<file path="config.mk">
export PLATFORM = sky130hd
export DESIGN_NAME = synth_voice_ctrl
export DESIGN_NICKNAME = d
export VERILOG_FILES = /design/src/rtl/synth_pkg.sv /design/src/rtl/synth_gate_timer.sv /design/src/rtl/synth_voice_ctrl.sv
export SDC_FILE = /design/constraint.sdc
export NUM_CORES = 1
export LEC_CHECK = 0
export CAP_MARGIN = 20
export CORE_MARGIN = 2
export CORE_UTILIZATION = 35
export CTS_CLUSTER_DIAMETER = 50
export DETAILED_ROUTE_END_ITERATION = 16
export PLACE_DENSITY_LB_ADDON = 0.05
export SKIP_LAST_GASP = 1
export SYNTH_ARGS = -nofsm -noshare
export SYNTH_HDL_FRONTEND = slang
export SYNTH_HIERARCHICAL = 1
export SYNTH_SLANG_ARGS = --single-unit
</file>
<file path="constraint.sdc">
create_clock -name clk -period 5.6 [get_ports clk]
set_input_delay 1.12 -clock clk [delete_from_list [all_inputs] [get_ports clk]]
set_output_delay 1.12 -clock clk [all_outputs]
set_load 0.05 [all_outputs]
</file>
<file path="src/rtl/synth_pkg.sv">
// synth_pkg: shared register map, reset defaults and per-voice gate states for synth_voice_ctrl.
//   Voice registers live at addr = {voice, offset}; globals sit above the last voice index.
package synth_pkg;
   localparam logic [3:0] OFF_PLAY = 4'h0;
   localparam logic [3:0] OFF_AR = 4'h4;
   localparam logic [3:0] OFF_GATE = 4'hC;
   localparam logic [7:0] GLB_PCM = 8'hC0;
   localparam logic [7:0] GLB_VOL = 8'hF0;
   localparam logic [7:0] GLB_ALLOFF = 8'hF4;
   localparam logic [7:0] GLB_MSCNT = 8'hF8;
   localparam logic [7:0] GLB_MASK = 8'hFC;
   localparam logic [15:0] DEF_INCREMENT = 16'h0C00;
   localparam logic [7:0] DEF_AR = 8'hF0;
   localparam logic [15:0] DEF_VOLUME = 16'h0080;
   localparam logic [15:0] DUR_FOREVER = 16'hFFFF;
   typedef enum logic [1:0] {ST_IDLE, ST_GATED, ST_RETRIG} vstate_t;
endpackage

</file>
<file path="src/rtl/synth_gate_timer.sv">
// synth_gate_timer: per-voice gate with a down-counting millisecond duration timer.
//   clk, rst (async, active-low)
//   load          play write with non-zero duration (dur = 'hFFFF holds forever)
//   dur           duration in ticks
//   force_en/val  direct gate write; the voice then holds that gate forever
//   clr           all-off: gate 0, timer cleared
//   tick          millisecond tick, sample_strobe  sample-period pulse
//   gate, remain  gate output and remaining ticks
//   Macro SYNTH_RETRIGGER_EN: a load to a gated voice drops the gate until the next
//   sample_strobe so the envelope restarts its attack.
module synth_gate_timer
   import synth_pkg::*;
(
   input  logic        clk,
   input  logic        rst,
   input  logic        load,
   input  logic [15:0] dur,
   input  logic        force_en,
   input  logic        force_val,
   input  logic        clr,
   input  logic        tick,
   input  logic        sample_strobe,
   output logic        gate,
   output logic [15:0] remain
);
   logic forever_q;
   logic expire;
   // Writes take priority over the tick, so a write on the expiry edge keeps its value.
   assign expire = tick & ~forever_q & (remain == 16'd1);
   always_ff @(posedge clk or negedge rst)
      if (!rst) begin
         remain <= 16'd0;
         forever_q <= 1'b0;
      end else if (clr) begin
         remain <= 16'd0;
         forever_q <= 1'b0;
      end else if (force_en) begin
         remain <= 16'd0;
         forever_q <= 1'b1;
      end else if (load) begin
         remain <= dur;
         forever_q <= (dur == DUR_FOREVER);
      end else if (tick & ~forever_q & (remain != 16'd0))
         remain <= remain - 16'd1;
`ifdef SYNTH_RETRIGGER_EN
   vstate_t state;
   assign gate = (state == ST_GATED);
   always_ff @(posedge clk or negedge rst)
      if (!rst)
         state <= ST_IDLE;
      else if (clr | (force_en & ~force_val))
         state <= ST_IDLE;
      else if (force_en)
         state <= ST_GATED;
      else if (load)
         state <= (state == ST_IDLE) ? ST_GATED : ST_RETRIG;
      else if (expire)
         state <= ST_IDLE;
      else if ((state == ST_RETRIG) & sample_strobe)
         state <= ST_GATED;
`else
   logic gate_q;
   logic unused_strobe;
   assign unused_strobe = sample_strobe;
   assign gate = gate_q;
   always_ff @(posedge clk or negedge rst)
      if (!rst)
         gate_q <= 1'b0;
      else if (clr)
         gate_q <= 1'b0;
      else if (force_en)
         gate_q <= force_val;
      else if (load)
         gate_q <= 1'b1;
      else if (expire)
         gate_q <= 1'b0;
`endif
endmodule

</file>
<file path="src/rtl/synth_voice_ctrl.sv">
// synth_voice_ctrl: register front end holding per-voice pitch, A/R and gate state.
//   clk, rst (async, active-low)
//   addr, data_in, wen, ren -> data_out, ready   bus access, one accept per strobe
//   sample_strobe, tick_ms                       prescaled one-cycle pulses
//   voice_gate/increment/attack/release          flattened per-voice controls
//   master_volume, pcm                           global mixer gain and direct sample
//   Macro SYNTH_RETRIGGER_EN enables gate retrigger in synth_gate_timer.
module synth_voice_ctrl
   import synth_pkg::*;
#(
   parameter int NUMVOICES = 8,
   parameter int INCBITS = 16,
   parameter int ARBITS = 8,
   parameter int TICK_DIV = 48000,
   parameter int SAMPLE_DIV = 10
) (
   input  logic                          clk,
   input  logic                          rst,
   input  logic [7:0]                    addr,
   input  logic [31:0]                   data_in,
   input  logic                          wen,
   input  logic                          ren,
   output logic [31:0]                   data_out,
   output logic                          ready,
   output logic                          sample_strobe,
   output logic                          tick_ms,
   output logic [NUMVOICES-1:0]          voice_gate,
   output logic [NUMVOICES*INCBITS-1:0]  voice_increment,
   output logic [NUMVOICES*ARBITS-1:0]   voice_attack,
   output logic [NUMVOICES*ARBITS-1:0]   voice_release,
   output logic [15:0]                   master_volume,
   output logic [15:0]                   pcm
);
   localparam int TW = (TICK_DIV > 1) ? $clog2(TICK_DIV) : 1;
   localparam logic [TW-1:0] TICK_LAST = TW'(TICK_DIV - 1);
   logic done_q, accept, wr, rd, all_off, mask_wr;
   logic [TW-1:0] tick_cnt;
   logic [SAMPLE_DIV-1:0] samp_cnt;
   logic [15:0] ms_cnt;
   logic [3:0] vsel, off;
   logic [INCBITS-1:0] inc_q [NUMVOICES];
   logic [ARBITS-1:0] att_q [NUMVOICES];
   logic [ARBITS-1:0] rel_q [NUMVOICES];
   logic [15:0] remain [NUMVOICES];
   logic [NUMVOICES-1:0] load, force_en, force_val, play_wr, ar_wr;
   logic [31:0] rd_val;
   // The access is performed on the accept edge, so data_out and register state are
   // already valid in the first cycle ready is high.
   assign accept = (wen | ren) & ~done_q;
   assign ready = done_q & (wen | ren);
   assign wr = accept & wen;
   assign rd = accept & ren & ~wen;
   assign vsel = addr[7:4];
   assign off = addr[3:0];
   assign all_off = wr & (addr == GLB_ALLOFF);
   assign mask_wr = wr & (addr == GLB_MASK);
   always_comb begin
      rd_val = 32'd0;
      for (int i = 0; i < NUMVOICES; i++) begin
         play_wr[i] = wr & (vsel == 4'(i)) & (off == OFF_PLAY);
         ar_wr[i] = wr & (vsel == 4'(i)) & (off == OFF_AR);
         load[i] = play_wr[i] & (data_in[31:16] != 16'd0);
         force_en[i] = mask_wr | (wr & (vsel == 4'(i)) & (off == OFF_GATE));
         force_val[i] = mask_wr ? data_in[i] : data_in[0];
         if (vsel == 4'(i))
            rd_val = (off == OFF_PLAY) ? {remain[i], 16'(inc_q[i])} :
                     (off == OFF_AR) ? {16'd0, 8'(rel_q[i]), 8'(att_q[i])} :
                     (off == OFF_GATE) ? {31'd0, voice_gate[i]} : 32'd0;
      end
      rd_val = (addr == GLB_PCM) ? {16'd0, pcm} :
               (addr == GLB_VOL) ? {16'd0, master_volume} :
               (addr == GLB_MSCNT) ? {16'd0, ms_cnt} :
               (addr == GLB_MASK) ? 32'(voice_gate) : rd_val;
   end
   always_ff @(posedge clk or negedge rst)
      if (!rst) begin
         done_q <= 1'b0;
         data_out <= 32'd0;
         pcm <= 16'd0;
         master_volume <= DEF_VOLUME;
         tick_cnt <= '0;
         tick_ms <= 1'b0;
         samp_cnt <= '0;
         sample_strobe <= 1'b0;
         ms_cnt <= 16'd0;
         for (int i = 0; i < NUMVOICES; i++) begin
            inc_q[i] <= INCBITS'(DEF_INCREMENT);
            att_q[i] <= ARBITS'(DEF_AR);
            rel_q[i] <= ARBITS'(DEF_AR);
         end
      end else begin
         done_q <= wen | ren;
         if (rd) data_out <= rd_val;
         if (wr & (addr == GLB_PCM)) pcm <= data_in[15:0];
         if (wr & (addr == GLB_VOL)) master_volume <= data_in[15:0];
         tick_ms <= (tick_cnt == TICK_LAST);
         tick_cnt <= (tick_cnt == TICK_LAST) ? '0 : tick_cnt + TW'(1);
         sample_strobe <= &samp_cnt;
         samp_cnt <= samp_cnt + SAMPLE_DIV'(1);
         if (tick_ms) ms_cnt <= ms_cnt + 16'd1;
         for (int i = 0; i < NUMVOICES; i++) begin
            if (play_wr[i]) inc_q[i] <= data_in[INCBITS-1:0];
            if (ar_wr[i]) begin
               att_q[i] <= data_in[ARBITS-1:0];
               rel_q[i] <= data_in[8 +: ARBITS];
            end
         end
      end
   for (genvar v = 0; v < NUMVOICES; v++) begin : g_voice
      assign voice_increment[v*INCBITS +: INCBITS] = inc_q[v];
      assign voice_attack[v*ARBITS +: ARBITS] = att_q[v];
      assign voice_release[v*ARBITS +: ARBITS] = rel_q[v];
      synth_gate_timer u_timer (
         .clk(clk),
         .rst(rst),
         .load(load[v]),
         .dur(data_in[31:16]),
         .force_en(force_en[v]),
         .force_val(force_val[v]),
         .clr(all_off),
         .tick(tick_ms),
         .sample_strobe(sample_strobe),
         .gate(voice_gate[v]),
         .remain(remain[v])
      );
   end
endmodule

</file>
Word level (Yosys, flattened, before mapping)
Cells that the tools add are included.
{"block": "classes", "mux": 132, "n_eq_ne": 24, "n_reduce_logical": 36, "n_bitwise": 92, "n_addsub": 11}
{"operator": "$mux 16", "count": 41}
{"operator": "$mux 32", "count": 20}
{"operator": "$reduce_bool 16->1", "count": 9}
{"operator": "$eq 16x1->1 const B", "count": 8}
{"operator": "$sub 16x1->16 const B", "count": 8}
{"operator": "$and 1x1->1", "count": 73}
{"operator": "$mux 1", "count": 71}
{"operator": "$reduce_bool 4->1", "count": 16}
{"operator": "$eq 8x8->1 const B", "count": 5}
{"operator": "$add 16x1->16 const B", "count": 2}
{"operator": "$eq 16x16->1 const B", "count": 2}
{"operator": "$reduce_bool 3->1", "count": 8}
{"operator": "$eq 4x3->1 const B", "count": 5}
{"operator": "$add 10x1->10 const B", "count": 1}
{"operator": "$not 1->1", "count": 10}
{"operator": "$reduce_and 10->1", "count": 1}
{"operator": "$or 1x1->1", "count": 9}
{"operator": "$eq 4x2->1 const B", "count": 2}
{"operator": "$logic_not 4->1", "count": 2}
{"operator": "$eq 4x1->1 const B", "count": 1}
{"operator": "$eq 4x4->1 const B", "count": 1}
{"block": "word_totals", "register_bits": 509, "wordCells": 352, "input_bits": 44}

Logic depth before layout (Yosys ltp)
Gate-level depths: netlist (run 1).
{"block": "depth", "word_depth": 16, "depth_mapped": 12, "depth_no_buf": 8}

Hierarchy
The synthesis (run 1) kept the hierarchy.
{"module": "synth_voice_ctrl", "area_each_um2": 18275.0, "cells_each": 1495, "seq_area_each_um2": 9235.1, "instances": 1}
{"module": "synth_gate_timer (g_voice[0].u_timer ...)", "area_each_um2": 1227.4, "cells_each": 140, "seq_area_each_um2": 450.4, "instances": 6}
{"module": "synth_gate_timer (g_voice[6].u_timer ...)", "area_each_um2": 1193.6, "cells_each": 136, "seq_area_each_um2": 450.4, "instances": 2}

Worst setup path after synthesis (run 1)
OpenSTA, ideal clock, no wires.
{"block": "synth_timing", "kind": "input to register", "startpoint": "in addr[0]", "endpoint": "reg g_voice[6].u_timer.remain[14]", "required_time_ps": 5463, "stages": 9, "setup_time_ps": 137, "slack_ps": 1812, "path_buffers": 3, "arrival_time_ps": 3651, "cell_sequence": "buf_4 nor4b_2 and2_0 buf_2 nor2b_1 nor2_1 clkbuf_1 o21ai_0 a21oi_1"}
{"element": "start: declaration", "line": "synth_voice_ctrl.sv:19", "source": "input logic [7:0] addr,"}
{"element": "$eq 8x8->1 (*)", "line": "synth_voice_ctrl.sv:55", "source": "assign all_off = wr & (addr == GLB_ALLOFF);"}
{"element": "$and 1x1->1 (*)", "line": "synth_voice_ctrl.sv:55"}
{"element": "named net all_off", "line": "synth_voice_ctrl.sv:36", "source": "logic done_q, accept, wr, rd, all_off, mask_wr;"}
{"element": "$reduce_bool 4->1 (no line) / $mux 16 (equally long branches)"}
{"element": "end signal: assignment", "line": "synth_gate_timer.sv:41", "source": "remain <= dur;"}
{"element": "end signal: assignment", "line": "synth_gate_timer.sv:44", "source": "remain <= remain - 16'd1;"}
{"element": "end: declaration", "line": "synth_gate_timer.sv:24", "source": "output logic [15:0] remain"}
Mark *: on every way through the listed nets, which the timed path passes. The rest lies on a longest branch.
A chain may end at the register's enable or synchronous reset.

Final worst setup path (run 1)
{"block": "layout_timing", "startpoint": "in addr[6]", "endpoint": "reg data_out[14]"}
{"block": "layout_via", "elab_chain_cells": 13}
{"element": "$logic_not 4->1", "line": "synth_voice_ctrl.sv:65", "source": "if (vsel == 4'(i))"}
{"element": "$mux 32 (8 in a row)", "line": "synth_voice_ctrl.sv:65"}
{"element": "$mux 32", "line": "synth_voice_ctrl.sv:73", "source": "(addr == GLB_MASK) ? 32'(voice_gate) : rd_val;"}
{"element": "$mux 32", "line": "synth_voice_ctrl.sv:72", "source": "(addr == GLB_MSCNT) ? {16'd0, ms_cnt} :"}
{"element": "$mux 32", "line": "synth_voice_ctrl.sv:71", "source": "(addr == GLB_VOL) ? {16'd0, master_volume} :"}
{"element": "$mux 32 (*)", "line": "synth_voice_ctrl.sv:70", "source": "rd_val = (addr == GLB_PCM) ? {16'd0, pcm} :"}
{"element": "end signal: assignment", "line": "synth_voice_ctrl.sv:93", "source": "if (rd) data_out <= rd_val;"}
{"element": "end: declaration", "line": "synth_voice_ctrl.sv:23", "source": "output logic [31:0] data_out,"}
Mark *: on every way between the ends. The rest lies on a longest branch, timed or not.

==> results of run 1 <==
[cell type report]
class | instances | area (µm²) | area share
multi-input combinational | 1880 | 14230 | 0.4005
sequential | 509 | 12840 | 0.3612
timing repair buffer | 453 | 4358 | 0.1226
clock buffer | 105 | 2203 | 0.06199
tap | 1050 | 1314 | 0.03696
clock inverter | 34 | 442.9 | 0.01246
inverter | 39 | 146.4 | 0.004119
antenna | 2 | 5.005 | 0.0001408
[final timing paths]
path | from | end | slack (ps)
min in group asynchronous | rst | g_voice[7].u_timer/remain[11] | 580
min | samp_cnt[0] | samp_cnt[0] | 450
min reg2reg | samp_cnt[0] | samp_cnt[0] | 450
max reg2reg | done_q | g_voice[0].u_timer/remain[11] | 2440
max in group asynchronous | rst | g_voice[5].u_timer/gate | 3740
max | addr[6] | data_out[14] | 1390
[through the flow]
step | area, µm² | setup WS, ps | utilization | std cells | total power, mW
floorplan | 28030 | 1812 | - | 2607 | 4.602
global placement | 32890 | 836.4 | 0.4156 | 3930 | 5.112
detailed placement | 32890 | 843.0 | 0.4157 | 3931 | 5.125
CTS | 35540 | 1500 | 0.4491 | 4070 | 10.13
global route | 35540 | 1287 | 0.4491 | 4071 | 10.36
finish | 35540 | 1388 | 0.4492 | 4072 | 10.03
[layout by cell type (no fill, tap or decap), types with 58 or more instances in the layout]
master	count
nor2_1	120
a21oi_1	184
mux2i_1	93
dfrtp_1	428
clkdlybuf4s50_1	368
nor3_1	58
mux2_2	313
clkbuf_16	78
buf_4	75
xnor2_1	65
o21ai_0	168
dfstp_2	81
nand2_1	122
[power groups by stage]
stage / clock network, mW / registers, mW / logic [mW]
floorplan: 0 / 4.20 / 0.401
global placement: 0 / 4.10 / 1.01
detailed placement: 0 / 4.10 / 1.02
CTS: 5.06 / 4.04 / 1.03
global route: 5.21 / 4.06 / 1.08
finish: 4.96 / 4.05 / 1.02
[sequential cells by signal, summed over array words and instances (netlist names), 8 cells and up]
signal,count
g_voice.u_timer/remain,128
data_out,32
voice_release,64
ms_cnt,16
voice_attack,64
g_voice.u_timer/gate,8
g_voice.u_timer/forever_q,8
tick_cnt,16
voice_increment,128
master_volume,16
samp_cnt,10
pcm,16
[layer usage]
metal / vias up / GRT usage
met2: 915 / 0.4139
met1: 12320 / 0.3768
li1: 10550 / -
met3: 188 / 0.04151
met4: 2 / 0.09557
met5: - / 0
[cells by family (layout without fill, tap and decap cells)]
kind of cell,Yosys count,after routing,share of synthesized area
adders and majority gates,19,19,0.008482
buffers and inverters,218,631,0.03576
and+or+nand+nor,691,691,0.1479
AOI/OAI and AO/OA,632,632,0.1412
xor gates and xnor gates,115,115,0.03594
DFF,509,509,0.4581
other,0,2,0
muxes,423,423,0.1726
==> impl_metrics.env, run 1 <==
export IMPL_grt_max_degree=101
export IMPL_cp_top_family="compound AO/OA/AOI/OAI gates"
export IMPL_dr_wl_met3_mm=6.860
export IMPL_synth_seq_cells=509
export IMPL_rr_worst_depth=8
export IMPL_avgSynthCellArea_um2=10.75
export IMPL_topRoutingLayerUsed="met5"
export IMPL_ctsHoldBuffers=0
export IMPL_crit_path_top_delay_cell="clkdlybuf4s50_1"
export IMPL_slew_headroom=0.2165
export IMPL_die_h_um=287.0
export IMPL_cts_repair_resized=0
export IMPL_syn_nets=2670
export IMPL_tns_ps=0
export IMPL_cts_made_buffers=75
export IMPL_initial_core_util=0.3542
export IMPL_rsz0062_at_grt="false"
export IMPL_crit_chain="clkdlybuf4s50_1, nand3b_1, a221o_1, and4_1, a222oi_1, o21ai_0"
export IMPL_netlist_area_mm2=0.02803
export IMPL_grt_usage=0.2668
export IMPL_worstPathRequired_ps=6050
export IMPL_vias=23980
export IMPL_clock_sinks=509
export IMPL_final_net_count=3021
export IMPL_clkPwrFrac=0.495
export IMPL_period_share=0.7522
export IMPL_crit_fanout=22
export IMPL_cts_path_max_buffers=3
export IMPL_rows=103
export IMPL_post_route_min_period_ps=4212
export IMPL_die_x_um=287.0
export IMPL_io_pins=375
export IMPL_p_sw_frac=0.2745
export IMPL_hold_viol_final=0
export IMPL_cts_tree="yes"
export IMPL_cap_violations=0
export IMPL_drt_initial_drc_count=2279
export IMPL_die_area_mm2=0.08236
export IMPL_holdCritPathClass="flop to flop"
export IMPL_cpPeakStageDelay_ps=1020
export IMPL_leakagePower_nw=14.53
export IMPL_via_per_inst=5.888
export IMPL_internal_power_mw=7.279
export IMPL_routed_wirelength_mm=112.5
export IMPL_p_switching_mw=2.754
export IMPL_syn_to_final_growth_pct=26.82
export IMPL_powerDensity_mw_per_mm2=282.3
export IMPL_worstMarginPinSlew_ps=1172
export IMPL_slew_viol_final=0
export IMPL_wire_per_inst_um=27.64
export IMPL_dr_pass1_iters=6
export IMPL_synthCells=2607
export IMPL_path_class="input pin to flop"
export IMPL_synthArstFlopShare=1.000
export IMPL_synth_common_cells="dfrtp_1, mux2_2, a21oi_1"
export IMPL_cts_setup_buffers=0
export IMPL_synth_distinct_cells=86
export IMPL_dr_wl_met2_mm=51.36
export IMPL_grt_pass1_wl_mm=164.3
export IMPL_max_freq_mhz=237.4
export IMPL_clk_pin_slew_worst_paths_ps=60
export IMPL_cp_start_kind="input pin"
export IMPL_synth_top_area_frac=0.3821
export IMPL_ys_warn_count=6
export IMPL_peakVddDrop_uv=216.3
export IMPL_critPathBufInv=1
export IMPL_synth_edf_count=0
export IMPL_arrival_ps=4660
export IMPL_ys_seq_area_frac=0.4581
export IMPL_antenna_left=0
export IMPL_skew_ps=28.35
export IMPL_p_seq_frac=0.404
export IMPL_wl_met1_mm=50.45
export IMPL_root_buffer="clkbuf_16"
export IMPL_htreeDepth=3
export IMPL_drive_above_1_share=0.2391
export IMPL_synth_ff_type="dfrtp_1"
export IMPL_antenna_found_initial=3
export IMPL_status="finished, final reports clean"
export IMPL_place_hpwl_mm=80.34
export IMPL_io_buffers=374
export IMPL_n_fill_cell=7496
export IMPL_netlist_top_cells_area="dfrtp_1, mux2_2, dfstp_2"
export IMPL_clock_latency_ps=620
export IMPL_hold_path_cell_count=1
export IMPL_power_share_combinational=0.102
export IMPL_worst_setup_path_end_kind="flop"
export IMPL_grt_overflow_total=0
export IMPL_grt_pass1_vias=23780
export IMPL_path_depth=6
export IMPL_hold_slack_ps=452.6
export IMPL_setup_violations=0
export IMPL_yosysMostFrequentCell="dfrtp_1"
export IMPL_core_mm2=0.07913
export IMPL_drc=0
export IMPL_gp_congestion=0.9013
export IMPL_yosys_area_top_type="dfrtp_1"
No activity file was read; power rests on OpenSTA's default activity.
==> run 2, diff against run 1 <==
Clock period 5.6 ns to 3.7 ns, I/O delays scaled along.
==> impl_metrics.env, run 2 (synthesis gave the netlist of run 1 again) <==
export IMPL_htreeDepth=3
export IMPL_cp_start_kind="input pin"
export IMPL_worst_setup_path_end_kind="flop"
export IMPL_antenna_left=0
export IMPL_setup_worst_path_start="addr[1]"
export IMPL_post_route_min_period_ps=3126
export IMPL_io_pins=375
export IMPL_worstPathRequired_ps=4140
export IMPL_rr_startpoint="done_q"
export IMPL_skew_ps=16.45
export IMPL_via_per_inst=5.873
export IMPL_cp_top_family="simple AND/OR/NAND/NOR gates"
export IMPL_peakVddDrop_uv=296.9
export IMPL_holdCritPathClass="input pin to asynchronous set/reset pin"
export IMPL_arrival_ps=3570
export IMPL_io_buffers=374
export IMPL_final_cell_mix="dfrtp_1, clkdlybuf4s50_1, mux2_2, a21oi_1, o21ai_0"
export IMPL_power_mw=15.80
export IMPL_max_freq_mhz=319.9
export IMPL_drt_initial_drc_count=2314
export IMPL_crit_fanout=26
export IMPL_die_x_um=287.0
export IMPL_hold_viol_final=0
export IMPL_final_common_cell="dfrtp_1"
export IMPL_antenna_found_initial=2
export IMPL_clk_pin_slew_worst_paths_ps=50
export IMPL_core_mm2=0.07913
export IMPL_gp_congestion=0.8960
export IMPL_cts_tree="yes"
export IMPL_clock_latency_ps=620
export IMPL_n_fill_cell=7339
export IMPL_cap_violations=0
export IMPL_path_depth=9
export IMPL_die_area_mm2=0.08236
export IMPL_setup_violations=0
export IMPL_period_share=0.8448
export IMPL_status="finished, final reports clean"
export IMPL_grt_pass1_wl_mm=167.9
export IMPL_drive_above_1_share=0.2584
export IMPL_syn_to_final_growth_pct=29.93
export IMPL_crit_path_top_delay_cell="and2_1"
export IMPL_slew_viol_final=0
export IMPL_grt_max_degree=80
export IMPL_place_hpwl_mm=82.75
export IMPL_rr_worst_depth=8
export IMPL_cts_setup_buffers=0
export IMPL_cts_path_max_buffers=3
export IMPL_routed_wirelength_mm=115.5
export IMPL_wire_per_inst_um=27.84
export IMPL_slew_headroom=0.2726
export IMPL_final_net_count=3091
export IMPL_cts_made_buffers=81
export IMPL_crit_chain="clkdlybuf4s50_1, nor4_4, and2_1, buf_4, nand2_1, nor2_1, inv_1, o21ai_0, a21oi_1"
export IMPL_root_buffer="clkbuf_16"
export IMPL_dr_pass1_iters=8
export IMPL_powerDensity_mw_per_mm2=433.8
export IMPL_rsz0062_at_grt="false"
export IMPL_initial_core_util=0.3542
export IMPL_crit_end="g_voice[4].u_timer/remain[8]"
export IMPL_die_h_um=287.0
export IMPL_leakagePower_nw=14.97
export IMPL_r2r_slack_ps=880
export IMPL_worstMarginPinSlew_ps=1088
export IMPL_tns_ps=0
export IMPL_rows=103
export IMPL_path_class="input pin to flop"
export IMPL_cpPeakStageDelay_ps=520
export IMPL_reg2reg_to="g_voice[4].u_timer/remain[8]"
export IMPL_grt_usage=0.2744
export IMPL_vias=24360
export IMPL_grt_overflow_total=0
export IMPL_clock_sinks=509
export IMPL_critPathBufInv=3
export IMPL_ctsHoldBuffers=0
export IMPL_grt_pass1_vias=24200
export IMPL_drc=0
export IMPL_cts_repair_resized=0
-- run 2: where the power goes --
group | internal [mW] | leakage, nW | total, mW | switching, mW
clock | 5.14 | 1.38 | 8.07 | 2.93
combinational | 0.569 | 7.38 | 1.60 | 1.03
sequential | 5.79 | 6.21 | 6.13 | 0.346
-- run 2: final cells by class --
class / count / area (µm²) / share of cell area
multi-input combinational: 1880 / 14230 / 0.3909
sequential: 509 / 12840 / 0.3526
timing repair buffer: 517 / 5002 / 0.1374
clock buffer: 105 / 2312 / 0.06349
tap: 1050 / 1314 / 0.03608
clock inverter: 46 / 565.5 / 0.01553
inverter: 39 / 146.4 / 0.004020
antenna: 1 / 2.502 / 0.00006872
-- run 2: how the worst min path moves through the flow --
| stage | from | end | slack [ps] | depth (start not counted) |
|---|---|---|---|---|
| 6_report | rst | tick_cnt[12] | 170 | 1 |
| 5_1_grt | rst | tick_cnt[10] | 190 | 1 |
| 4_1_cts | rst | tick_cnt[14] | 180 | 1 |
| 3_5_place_dp | samp_cnt[0] | samp_cnt[0] | 450 | 1 |
| 3_3_place_gp | samp_cnt[0] | samp_cnt[0] | 440 | 1 |
| 2_1_floorplan | samp_cnt[0] | samp_cnt[0] | 420 | 1 |
-- run 2: per-layer routing --
metal / global-route usage / share of wire
met5: 0 / 0.000087
met4: 0.08164 / 0.030
met2: 0.4286 / 0.46
met1: 0.3853 / 0.44
met3: 0.05294 / 0.069
-- run 2: per-stage QoR --
stage	cell area (µm²)	worst slack [ps]	hold slack, ps	util	instances
floorplan	28030	292.2	422.4	-	2607
global placement	33520	17.82	436.5	0.4236	3994
detailed placement	33520	14.95	446.6	0.4236	3994
CTS	36400	606.5	179.2	0.4600	4145
global route	36410	437.4	191.5	0.4602	4146
finish	36420	574.4	167.6	0.4602	4147
